<file path="src/rtl/sel_arbiter_if.sv">
// Request/grant bundle between the requesters and the select arbiter.
interface sel_arbiter_if;
    logic [3:0] req;
    logic       rr_mode;
    logic       done;
    logic [3:0] gnt;
    logic [1:0] sel;
    logic       busy;
    logic       timeout;

    // Requester side drives requests, arbiter side drives the grant.
    modport master (
        output req, rr_mode, done,
        input  gnt, sel, busy, timeout
    );

    modport slave (
        input  req, rr_mode, done,
        output gnt, sel, busy, timeout
    );
endinterface

</file>
<file path="src/rtl/sel_arbiter.sv">
// Four-way arbiter for a shared 2-bit-select resource: fixed priority or
// round-robin, registered one-hot grant, per-grant timeout and a one-cycle
// holdoff between grants.
module sel_arbiter #(
    parameter int unsigned TIMEOUT = 15
) (
    input logic           clk,
    input logic           rst,
    sel_arbiter_if.slave  bus
);

    localparam logic [1:0] IDLE    = 2'd0;
    localparam logic [1:0] GRANT   = 2'd1;
    localparam logic [1:0] HOLDOFF = 2'd2;

    localparam logic [7:0] Limit = 8'(TIMEOUT - 1);

    logic [1:0] state_q, state_d;
    logic [3:0] gnt_q, gnt_d;
    logic [1:0] sel_q, sel_d;
    logic [1:0] last_q, last_d;
    logic [7:0] cnt_q, cnt_d;
    logic       timeout_q, timeout_d;
    // Low for the first edge after reset so no grant lands on that edge.
    logic       armed_q;

    logic [1:0] start;
    logic [1:0] idx;
    logic [1:0] win;
    logic       rel;

    // Winner search: scan from the highest offset down so the lowest offset wins.
    always_comb begin
        start = bus.rr_mode ? last_q + 2'd1 : 2'd0;
        idx   = start;
        win   = start;
        for (int k = 3; k >= 0; k--) begin
            idx = start + 2'(k);
            if (bus.req[idx]) begin
                win = idx;
            end
        end
    end

    assign rel = bus.done || !bus.req[sel_q];

    // Next-state logic for the IDLE/GRANT/HOLDOFF sequence.
    always_comb begin
        state_d   = state_q;
        gnt_d     = gnt_q;
        sel_d     = sel_q;
        last_d    = last_q;
        cnt_d     = cnt_q;
        timeout_d = 1'b0;
        case (state_q)
            IDLE: begin
                if (armed_q && bus.req != 4'b0000) begin
                    state_d = GRANT;
                    gnt_d   = 4'b0001 << win;
                    sel_d   = win;
                    last_d  = win;
                    cnt_d   = 8'd0;
                end
            end
            GRANT: begin
                // A release in the expiry cycle wins over the timeout.
                if (rel) begin
                    state_d = HOLDOFF;
                    gnt_d   = 4'b0000;
                end else if (cnt_q == Limit) begin
                    state_d   = HOLDOFF;
                    gnt_d     = 4'b0000;
                    timeout_d = 1'b1;
                end else begin
                    cnt_d = cnt_q + 8'd1;
                end
            end
            HOLDOFF: begin
                state_d = IDLE;
            end
            default: begin
                state_d = IDLE;
                gnt_d   = 4'b0000;
            end
        endcase
    end

    // State registers with asynchronous reset.
    always_ff @(posedge clk or posedge rst) begin
        if (rst) begin
            state_q   <= IDLE;
            gnt_q     <= 4'b0000;
            sel_q     <= 2'b00;
            last_q    <= 2'b11;
            cnt_q     <= 8'd0;
            timeout_q <= 1'b0;
            armed_q   <= 1'b0;
        end else begin
            state_q   <= state_d;
            gnt_q     <= gnt_d;
            sel_q     <= sel_d;
            last_q    <= last_d;
            cnt_q     <= cnt_d;
            timeout_q <= timeout_d;
            armed_q   <= 1'b1;
        end
    end

    assign bus.gnt     = gnt_q;
    assign bus.sel     = sel_q;
    assign bus.busy    = (state_q != IDLE);
    assign bus.timeout = timeout_q;

endmodule

</file>
<file path="src/flat_wrapper.sv">
// flat-port wrapper written by rule: the top's interface ports become plain ports
module sel_arbiter_flat 
#(
    parameter int unsigned TIMEOUT = 15
)
  (clk, rst, bus_req, bus_rr_mode, bus_done, bus_gnt, bus_sel, bus_busy, bus_timeout);
  sel_arbiter_if bus_i ();
  input logic clk;
  input logic rst;
  input wire logic [$bits(bus_i.req)-1:0] bus_req;
  input wire logic [$bits(bus_i.rr_mode)-1:0] bus_rr_mode;
  input wire logic [$bits(bus_i.done)-1:0] bus_done;
  output wire logic [$bits(bus_i.gnt)-1:0] bus_gnt;
  output wire logic [$bits(bus_i.sel)-1:0] bus_sel;
  output wire logic [$bits(bus_i.busy)-1:0] bus_busy;
  output wire logic [$bits(bus_i.timeout)-1:0] bus_timeout;
  assign bus_i.req = bus_req;
  assign bus_i.rr_mode = bus_rr_mode;
  assign bus_i.done = bus_done;
  assign bus_gnt = bus_i.gnt;
  assign bus_sel = bus_i.sel;
  assign bus_busy = bus_i.busy;
  assign bus_timeout = bus_i.timeout;
  sel_arbiter #(.TIMEOUT(TIMEOUT)) u_core (.clk(clk), .rst(rst), .bus(bus_i));
endmodule
</file>
<file path="config.mk">
export PLATFORM = sky130hd
export DESIGN_NAME = sel_arbiter_flat
export DESIGN_NICKNAME = d
export VERILOG_FILES = /design/src/rtl/sel_arbiter_if.sv /design/src/rtl/sel_arbiter.sv /design/src/flat_wrapper.sv
export SDC_FILE = /design/constraint.sdc
export NUM_CORES = 1
export LEC_CHECK = 0
export ABC_AREA = 1
export CAP_MARGIN = 25
export CORE_UTILIZATION = 49
export DETAILED_ROUTE_END_ITERATION = 8
export GPL_TIMING_DRIVEN = 0
export PLACE_DENSITY = 0.78
export SYNTH_ARGS = -nofsm -noshare
export SYNTH_HDL_FRONTEND = slang
export SYNTH_SLANG_ARGS = --single-unit
</file>
<file path="constraint.sdc">
create_clock -name clk -period 1.4 [get_ports clk]
set_input_delay 0.28 -clock clk [delete_from_list [all_inputs] [get_ports clk]]
set_output_delay 0.28 -clock clk [all_outputs]
set_load 0.005 [all_outputs]
</file>
==> results of run 1 <==
[metal layers]
metal / track usage [%] / part of all wire (%) / vias up
met5: 0 / 0 / -
met4: 7.018 / 1.0 / 0
met3: 2.609 / 1.9 / 4
met2: 52.11 / 56 / 11
met1: 24.91 / 41 / 585
li1: - / - / 610
[worst reg2reg max path: cells and delay by family (launching register included)]
| family | cells | cell delay, ps |
|---|---|---|
| buffers and inverters | 2 | 100 |
| flip-flops | 1 | 600 |
| AO/OA/AOI/OAI | 1 | 160 |
| AND/OR/NAND/NOR | 9 | 690 |
[state kept, by name, indices dropped and copies added, names as in the netlist]
register / cells
u_core.cnt_q: 8
u_core.bus.gnt: 4
u_core.bus.sel: 2
u_core.last_q: 2
u_core.state_q: 2
u_core.armed_q: 1
u_core.bus.timeout: 1
[report_power, final]
| group | internal, W | total, W | switching, W |
|---|---|---|---|
| registers | 0.000748 | 0.000868 | 0.000119 |
| clock network | 0.000158 | 0.000321 | 0.000162 |
| logic | 0.000713 | 0.00165 | 0.000941 |
[synthesized netlist by cell type, types with 3 or more instances]
cell type	number	area (sq um)
nand2_2	10	62.56
nand2_1	51	191.4
xor2_1	4	35.03
inv_1	20	75.07
dfrtp_1	18	450.4
o21ai_1	4	20.02
o31ai_1	6	45.04
nor2_1	9	33.78
nand4_1	3	18.77
o21ai_0	3	15.01
nand3_1	13	65.06
[worst max-delay path by stage]
stage                          start                end  slack [ps]  depth (start not counted)
global route        u_core.last_q[0]  u_core.bus.gnt[0]        -370                         12
global placement          bus_req[2]    u_core.cnt_q[7]        -520                          9
finish              u_core.last_q[0]  u_core.bus.gnt[0]        -240                         12
detailed placement        bus_req[2]    u_core.cnt_q[6]        -590                          9
floorplan           u_core.last_q[0]  u_core.bus.gnt[1]         -30                         13
CTS                 u_core.last_q[0]  u_core.bus.gnt[2]        -200                         12
[metrics by stage]
| step | area, sq um | std cells | power (W) | TNS [ps] | hold slack (ps) |
|---|---|---|---|---|---|
| after floorplan | 1271 | 167 | 0.001714 | -150.3 | 242.3 |
| after global placement | 1449 | 211 | 0.002071 | -7441 | 466.7 |
| after detailed placement | 1449 | 211 | 0.002115 | -8316 | 472.8 |
| after CTS | 1700 | 235 | 0.002764 | -1635 | 431.3 |
| after global routing | 1717 | 236 | 0.003064 | -4376 | 495.6 |
| final | 1717 | 236 | 0.002842 | -2400 | 415.2 |
[cells by family (layout without fill, tap and decap cells)]
group / Yosys count / count (layout)
fa+ha+maj: 2 / 2
other cells: 1 / 1
compound gates: 21 / 21
flops: 20 / 20
buf+inv: 24 / 63
simple gates: 93 / 93
xor+xnor: 6 / 6
[final cells by class]
cell class | instances | area (sq um) | share of cell area (%)
buffer | 2 | 25.02 | 1.458
clock buffer | 4 | 36.28 | 2.114
inverter | 22 | 85.08 | 4.956
multi-input combinational | 123 | 737.0 | 42.93
sequential | 20 | 504.2 | 29.37
tap | 30 | 37.54 | 2.187
timing repair buffer | 35 | 291.5 | 16.98
[repair_timing]
item | CTS | global route
pin swaps | 16 | 4
gates cloned | 1 | 0
hold endpoints to repair | 0 | 0
setup buffers | 19 | 1
endpoints found under the setup margin | 24 | 19
gates resized for setup | 38 | 4
==> out/metrics.cfg, run 1 <==
[run_status]
status = complete, but fails checks
violations = negative setup slack

[setup_path]
critical-path-top-delay-family = simple AND/OR/NAND/NOR gates
crit_arrival_ps = 1850
critical_path_buf_inv_count = 2
rr_startpoint = u_core.last_q[0]
end_kind = flop
r2r_end = u_core.bus.gnt[0]
cpPeakStageDelay_ps = 600
crit_fanout = 8
cp.required_ps = 1610
critPathSlowestCell = dfstp_2
worstPathCellList = inv_4 -> nand2_4 -> nand2_1 -> nand2_2 -> nand2_2 -> nand2_1 -> inv_1 -> nand2_1 -> nand2_2 -> nand3_2 -> nand3_2 -> o21bai_1
rrSetupSlack_ps = -240
crit_type = reg -> reg
reg2regPathDepth = 12
critPathLaunchType = flop

[clocking]
cts-root-buf = clkbuf_4
cts-buffers-inserted = 3
h-tree-depth = 1
cts_tree = done
cts_hold_buf = 0
cts_sinks = 20
clkTransAtPathRegs_ps = 110
clockBufferDepth = 2
clk_latency_ps = 280

[grt]
grt_max_degree = 21
overflow = 0
antenna_found_initial = 0
track_usage_pct = 24.95
grt_pass1_wl_um = 4995
grt_pass1_vias = 1245

[route]
wl_per_cell_um = 13.28
final_antenna_net_count = 0
via_per_inst = 5.127
dr_total_vias = 1210
drc = 0
drtIter0Drc = 15
firstDrtPassIters = 4
wl_um = 3133

[timing]
finalHoldViolCount = 0
fin_worst_skew_ps = 2.671
post-route-min-period_ps = 1639
drv_slew = 0
clock.fmax_mhz = 610.1
worstMarginPinSlew_ps = 760.0
setup_ws_ps = -239.2
rsz0062_at_grt = yes
maxSlewHeadroom_pct = 49.28
post-route-period-util_pct = 117.1
setup_viol = 17

[logic_synthesis]
async_flop_share_pct = 100.0
syn-num-nets = 177
ys_types = 30
ys_seq_area_share_pct = 39.72
synth_xor_area_share_pct = 4.150
synth_compound_area_share_pct = 11.56
yosys.area_share.simple_pct = 34.09
synth_top_family_by_area = simple AND/OR/NAND/NOR gates
syn_avg_cell_area_sq_um = 7.582
yosys_warnings = 0
syn_area_sq_um = 1266
ys.flop_type = dfrtp_1
synthAdderAreaFrac_pct = 1.976
ys_seq_elements = 20
synth.area.mux_share_pct = 0
syn_inst = 167
synth_edf_count = 0

[cells_and_area]
areaGrowthSynthToFinish_pct = 35.57
drive_gt1_share_pct = 34.47
mostFrequentLayoutCell = nand2_1
fin_util_pct = 69.93
fillCellCount = 212
fin_nets = 217
layout_common_cells = nand2_1, nand2_2, inv_1, buf_4, dfrtp_1
num_antenna_cells = 0

[die]
fp.coreArea_sq_um = 2455
pin_count = 16
dieWidth_um = 52.84
initial_core_util_pct = 51.58
die_area_sq_um = 2792
chipHeight_um = 52.84
placementRows = 18

[pwr]
irDropWorstVdd_uv = 976.9
leakagePower_nw = 0.9095
powerDensity_nw_per_um2 = 1656

[place]
pre_cts_slack_ps = -592.9
io_buffers = 14
dp_hpwl_um = 1926
gp_congestion = 0.7736

[worst_hold_path]
hp-class = in -> async

[run]
cap_violations = 0

Power figures use the tool's default switching activity.
==> inputs of run 2 (changes only) <==
--- a/config.mk
+++ b/config.mk
@@ -9,6 +9,7 @@
 export CAP_MARGIN = 25
 export CORE_UTILIZATION = 49
 export DETAILED_ROUTE_END_ITERATION = 8
+export GPL_ROUTABILITY_DRIVEN = 0
 export GPL_TIMING_DRIVEN = 0
 export PLACE_DENSITY = 0.78
 export SYNTH_ARGS = -nofsm -noshare
==> results of run 2 <==
The final DEF is identical to that of run 1; final timing and power are the same.
==> inputs of run 3 (changes only) <==
--- a/config.mk
+++ b/config.mk
@@ -12,6 +12,7 @@
 export GPL_ROUTABILITY_DRIVEN = 0
 export GPL_TIMING_DRIVEN = 0
 export PLACE_DENSITY = 0.78
+export SKIP_CTS_REPAIR_TIMING = 1
 export SYNTH_ARGS = -nofsm -noshare
 export SYNTH_HDL_FRONTEND = slang
 export SYNTH_SLANG_ARGS = --single-unit
==> run 3 against run 2 <==
Critical path depth did not move. Global-route usage fell by 4.6 points. Routed wire length fell by 9.3%. Critical endpoint is now u_core.bus.gnt[2]. Worst setup slack got worse by 27 ps. The flow still finishes with violations (negative setup slack). Worst hold slack improved by 3.1 ps. Largest cell class unchanged. Combinational power fell by 5%. Flip-flop and latch count did not move. Non-clock buffer count fell by 8. Design area fell by 1.3%. First-iteration DRC count rose by 47%. Sequential share of layout area rose by 0.46 points. Clock skew fell by 1.7 ps.
==> out/metrics.cfg, run 3 (synthesized netlist as in run 1, its figures left out) <==
[cells_and_area]
layout_common_cells = nand2_1, nand2_2, inv_1
largest_reg_flops = 8
regMostFlops = u_core.cnt_q
mostFrequentLayoutCell = nand2_1
final_area_sq_um = 1694
areaGrowthSynthToFinish_pct = 33.79
fin_nets = 209
num_antenna_cells = 0
drive_gt1_share_pct = 31.82
fillCellCount = 197

[setup_path]
critPathSlowestCell = dfstp_2
end_kind = flop
cp.required_ps = 1610
worstPathCellList = inv_4 -> nand2_4 -> nand2_2 -> o21ai_2 -> nand2_1 -> nand2_1 -> inv_1 -> nand2_2 -> nand2_2 -> nand2_2 -> nand3_2 -> o21bai_1
critical-path-top-delay-family = simple AND/OR/NAND/NOR gates
critical_path_buf_inv_count = 2
critPathLaunchType = flop
worst_path_most_repeated_cell = nand2_2
crit_fanout = 8
crit_type = reg -> reg
crit_arrival_ps = 1870
cpPeakStageDelay_ps = 600

[timing]
fin_worst_skew_ps = 1.000
setup_viol = 17
post-route-period-util_pct = 119.0
rsz0062_at_grt = yes
finalHoldViolCount = 0
fin_hold_ws_ps = 418.2
drv_slew = 0
maxSlewHeadroom_pct = 48.65
setup_ws_ps = -266.2
worstMarginPinSlew_ps = 769.3
clock.fmax_mhz = 600.2
fin_tns_setup_ps = -2686
post-route-min-period_ps = 1666

[pwr]
powerDensity_nw_per_um2 = 1635
irDropWorstVdd_uv = 882.3
leakagePower_nw = 0.9806

[route]
drtIter0Drc = 22
drc = 0
firstDrtPassIters = 4
wl_per_cell_um = 12.46
dr_total_vias = 1166
wl_um = 2842
final_antenna_net_count = 0
via_per_inst = 5.114

[place]
place_area_sq_um = 1449
dp_hpwl_um = 1926
io_buffers = 14

[die]
chipHeight_um = 52.84
pin_count = 16
placementRows = 18
die_area_sq_um = 2792
initial_core_util_pct = 51.58
dieWidth_um = 52.84
fp.coreArea_sq_um = 2455

[run_status]
status = complete, but fails checks
violations = negative setup slack

[clocking]
h-tree-depth = 1
clockBufferDepth = 2
clkTransAtPathRegs_ps = 110
cts_sinks = 20
clk_latency_ps = 280
cts-buffers-inserted = 3
cts_tree = done
cts-root-buf = clkbuf_4

[grt]
overflow = 0
grt_pass1_vias = 1035
grt_pass1_wl_um = 4105
antenna_found_initial = 0
grt_max_degree = 21
track_usage_pct = 20.37

[worst_hold_path]
hp-class = in -> async

[run]
cap_violations = 0

[run 3: changes by cell type in the layout (fill, tap and decap cells not counted), moves of 2 or more]
cell / before / now
nand2_2: 25 / 21
buf_4: 20 / 12
inv_2: 0 / 2
dlymetal6s2s_1: 1 / 12
o21ai_1: 4 / 2
dlygate4sd2_1: 10 / 0
nand2_1: 36 / 40
[run 3: metal layers]
metal / wire length (um) / track usage (%)
met1: 1192 / 21.61
met2: 1571 / 41.14
met3: 66 / 1.739
met4: 12 / 6.140
met5: 0 / 0
[run 3: final cells by class]
class                   instances  area (sq um)  area share [%]
multi-input cells             123         733.2           43.28
flip-flops and latches         20         505.5           29.84
repair buffers                 27         271.5           16.03
inverters                      22         85.08           5.022
well taps                      30         37.54           2.216
clock buffers                   4         36.28           2.142
plain buffers                   2         25.02           1.477
[run 3: path summary, 6_finish.rpt]
kind | from | end | slack, ps | depth (start not counted)
min in group clk | u_core.bus.gnt[1] | u_core.bus.gnt[1] | 490 | 2
worst max-delay path | u_core.last_q[0] | u_core.bus.gnt[2] | -270 | 12
max in group asynchronous | rst | u_core.bus.sel[0] | 450 | 2
worst min register to register | u_core.bus.gnt[1] | u_core.bus.gnt[1] | 490 | 2
worst min-delay path | rst | u_core.bus.gnt[1] | 420 | 2
worst max register to register | u_core.last_q[0] | u_core.bus.gnt[2] | -270 | 12
[run 3: per-stage QoR]
step | std cells | total power, W | setup slack (ps) | util, %
2_1_floorplan | 167 | 0.001714 | -34.36 | -
3_3_place_gp | 211 | 0.002071 | -515.7 | 59.02
3_5_place_dp | 211 | 0.002115 | -592.9 | 59.02
4_1_cts | 215 | 0.002436 | -292.1 | 60.50
5_1_grt | 228 | 0.002986 | -403.2 | 69.01
6_report | 228 | 0.002769 | -266.2 | 69.01
[run 3: where the power goes]
group	internal (W)	leakage, nW	switching (W)	total, W
clock network	0.000158	0.0210	0.000161	0.000319
registers	0.000750	0.260	0.000131	0.000881
logic	0.000680	0.700	0.000889	0.00157
total	0.00159	0.981	0.00118	0.00277
==> RTL change, RTL diff (settings of run 3) <==
Make the reset (`rst`) synchronous in one clocked block. Comments in the files are not updated.
--- a/src/rtl/sel_arbiter.sv
+++ b/src/rtl/sel_arbiter.sv
@@ -86,7 +86,7 @@
     end
 
     // State registers with asynchronous reset.
-    always_ff @(posedge clk or posedge rst) begin
+    always_ff @(posedge clk) begin
         if (rst) begin
             state_q   <= IDLE;
             gnt_q     <= 4'b0000;
Formal check against the unedited RTL: differs if rst is asserted again (counterexample within 4 cycles, from zero or initial values and one cycle with rst high); with rst held inactive, the same outputs for 10 cycles.
==> RTL change against run 3 <==
The run still ends with setup timing left; worst setup slack gained 0.090 ns; area after synthesis shrank 5.1%; via count grew 15%; final area grew 1.6%; routed wire length grew 12%; count of clock-buffer cells in the layout shrank 1; sequential cell count is the same; largest cell class unchanged; highest routed layer unchanged.
Power is not compared: it rests on default switching activity, and its combinational part moved more than twofold at a synthesized area within 25%.
==> RTL change: results (changes against run 3) <==
INFO  metric globalRouteTotalUtil = 22.7% (was 20.4%)
INFO  metric worst_skew_pair.late_latency = 0.29 ns
INFO  metric holdCritPathClass = flop to flop (was input pin to asynchronous set/reset pin)
INFO  metric fin_worst_hold_slack = 0.466 ns (was 0.418 ns)
INFO  metric port-buffer-count = 15 (was 14)
INFO  metric synth-xor-area-share = 2.19% (was 4.15%)
INFO  metric dp_hpwl = 2.01 mm (was 1.93 mm)
INFO  metric grt_max_degree = 11 (was 21)
INFO  metric clock_tree.htree_level_count = 1 (unchanged)
INFO  metric critical_path_arrival = 1.81 ns (was 1.87 ns)
INFO  metric worstRegToRegCells = 13 (was 12)
INFO  metric synth_mux_area_share = 0% (unchanged)
INFO  metric cpMaxStageDelayCell = sky130_fd_sc_hd__dfxtp_4 (was sky130_fd_sc_hd__dfstp_2)
INFO  metric synth.top_cells.by_area = sky130_fd_sc_hd__dfxtp_1, sky130_fd_sc_hd__nand2_1, sky130_fd_sc_hd__inv_1 (was sky130_fd_sc_hd__dfrtp_1, sky130_fd_sc_hd__nand2_1, sky130_fd_sc_hd__inv_1)
INFO  metric layout.cells.non_filler = 244 (was 228)
INFO  metric synth-compound-area-share = 11.5% (was 11.6%)
INFO  metric first_global_vias = 1080 (was 1035)
INFO  metric setup_viol = 14 (was 17)
INFO  metric num_vias = 1338 (was 1166)
INFO  metric tritoncts.num_buffers = 3 (unchanged)
INFO  metric synth_common_cells = sky130_fd_sc_hd__nand2_1, sky130_fd_sc_hd__inv_1, sky130_fd_sc_hd__nor2_1 (was sky130_fd_sc_hd__nand2_1, sky130_fd_sc_hd__inv_1, sky130_fd_sc_hd__dfrtp_1)
INFO  metric synthesis.area_per_instance = 6.32 µm² (was 7.58 µm²)
INFO  metric ys.warnings.count = 0 (unchanged)
INFO  metric clk_transition_reported_paths = 0.10 ns
INFO  metric max_slew_margin = 67.5% (was 48.7%)
INFO  metric drive_gt1_share = 38.4% (was 31.8%)
INFO  metric synth_fp_nets = 200 (was 177)
INFO  metric first_iter_violations = 45 (was 22)
INFO  metric timing.critical_path.slowest_cell_delay = 0.41 ns (was 0.60 ns)
INFO  metric routedWlPerCell = 13.1 µm (was 12.5 µm)
INFO  metric timing.final.ws_setup = -0.176 ns (was -0.266 ns)
INFO  metric violations = setup timing (unchanged)
INFO  metric status = complete, but fails checks (unchanged)
INFO  metric yosys.area_share.adder = 2.08% (was 1.98%)
INFO  metric seq_area_frac_synth = 33.3% (was 39.7%)
INFO  metric ys_async_rst_share = 0% (was 100%)
INFO  metric finClkSkew = 0.00272 ns (was 0.00100 ns)
INFO  metric yosys.cell_types.count = 23 (was 30)
INFO  metric grt_pass1_wl = 4.56 mm (was 4.11 mm)
INFO  metric placed_cells = 233 (was 211)
INFO  metric dpl_cell_area = 0.00139 mm² (was 0.00145 mm²)
## RTL change: cell count changes after synthesis, sizes merged, moves of 2 or more
| cell | delta |
|---|---|
| o31ai | -7 |
| nand3 | +6 |
| inv | +6 |
| dfrtp | -18 |
| o211ai | +3 |
| dfxtp | +20 |
| nor2 | +12 |
| a21oi | +12 |
| o21bai | -2 |
| xor2 | -2 |
| a21boi | -3 |
| dfstp | -2 |
## RTL change: metal layers
metal	up-vias	GRT usage (%)	share of wire, %
li1	661	-	-
met1	639	32.8	45
met2	32	34.2	50
met3	6	5.85	4.0
met4	0	4.05	0.97
met5	-	0	0
## RTL change: final timing paths
check,start,end
setup / recovery,u_core.last_q[0],u_core.bus.gnt[0]
hold / removal,u_core.bus.gnt[2],u_core.bus.gnt[2]
setup reg to reg,u_core.last_q[0],u_core.bus.gnt[0]
hold reg to reg,u_core.bus.gnt[2],u_core.bus.gnt[2]
## RTL change: final cells by class
| type | count | area (µm²) |
|---|---|---|
| tap | 28 | 35.0 |
| timing repair buffer | 22 | 236 |
| fill | 169 | 533 |
| timing repair inverter | 1 | 6.26 |
| inverter | 27 | 114 |
| multi-input combinational | 140 | 860 |
| buffer | 3 | 22.5 |
| clock buffer | 3 | 22.5 |
| sequential | 20 | 425 |
## RTL change: through the flow
stage / TNS, ns / power, mW / setup slack, ns
6_report: -1.43 / 1.43 / -0.176
4_1_cts: -5.17 / 1.29 / -0.378
2_1_floorplan: -0.0398 / 0.904 / -0.0398
3_3_place_gp: -9.12 / 1.01 / -0.648
5_1_grt: -3.07 / 1.52 / -0.300
3_5_place_dp: -10.13 / 1.03 / -0.690
## RTL change: power breakdown
part           switching (mW)  total, mW  internal [mW]
sequential             0.0413      0.646          0.605
combinational           0.309      0.518          0.209
clock                   0.164      0.264          0.100
total                   0.514       1.43          0.915
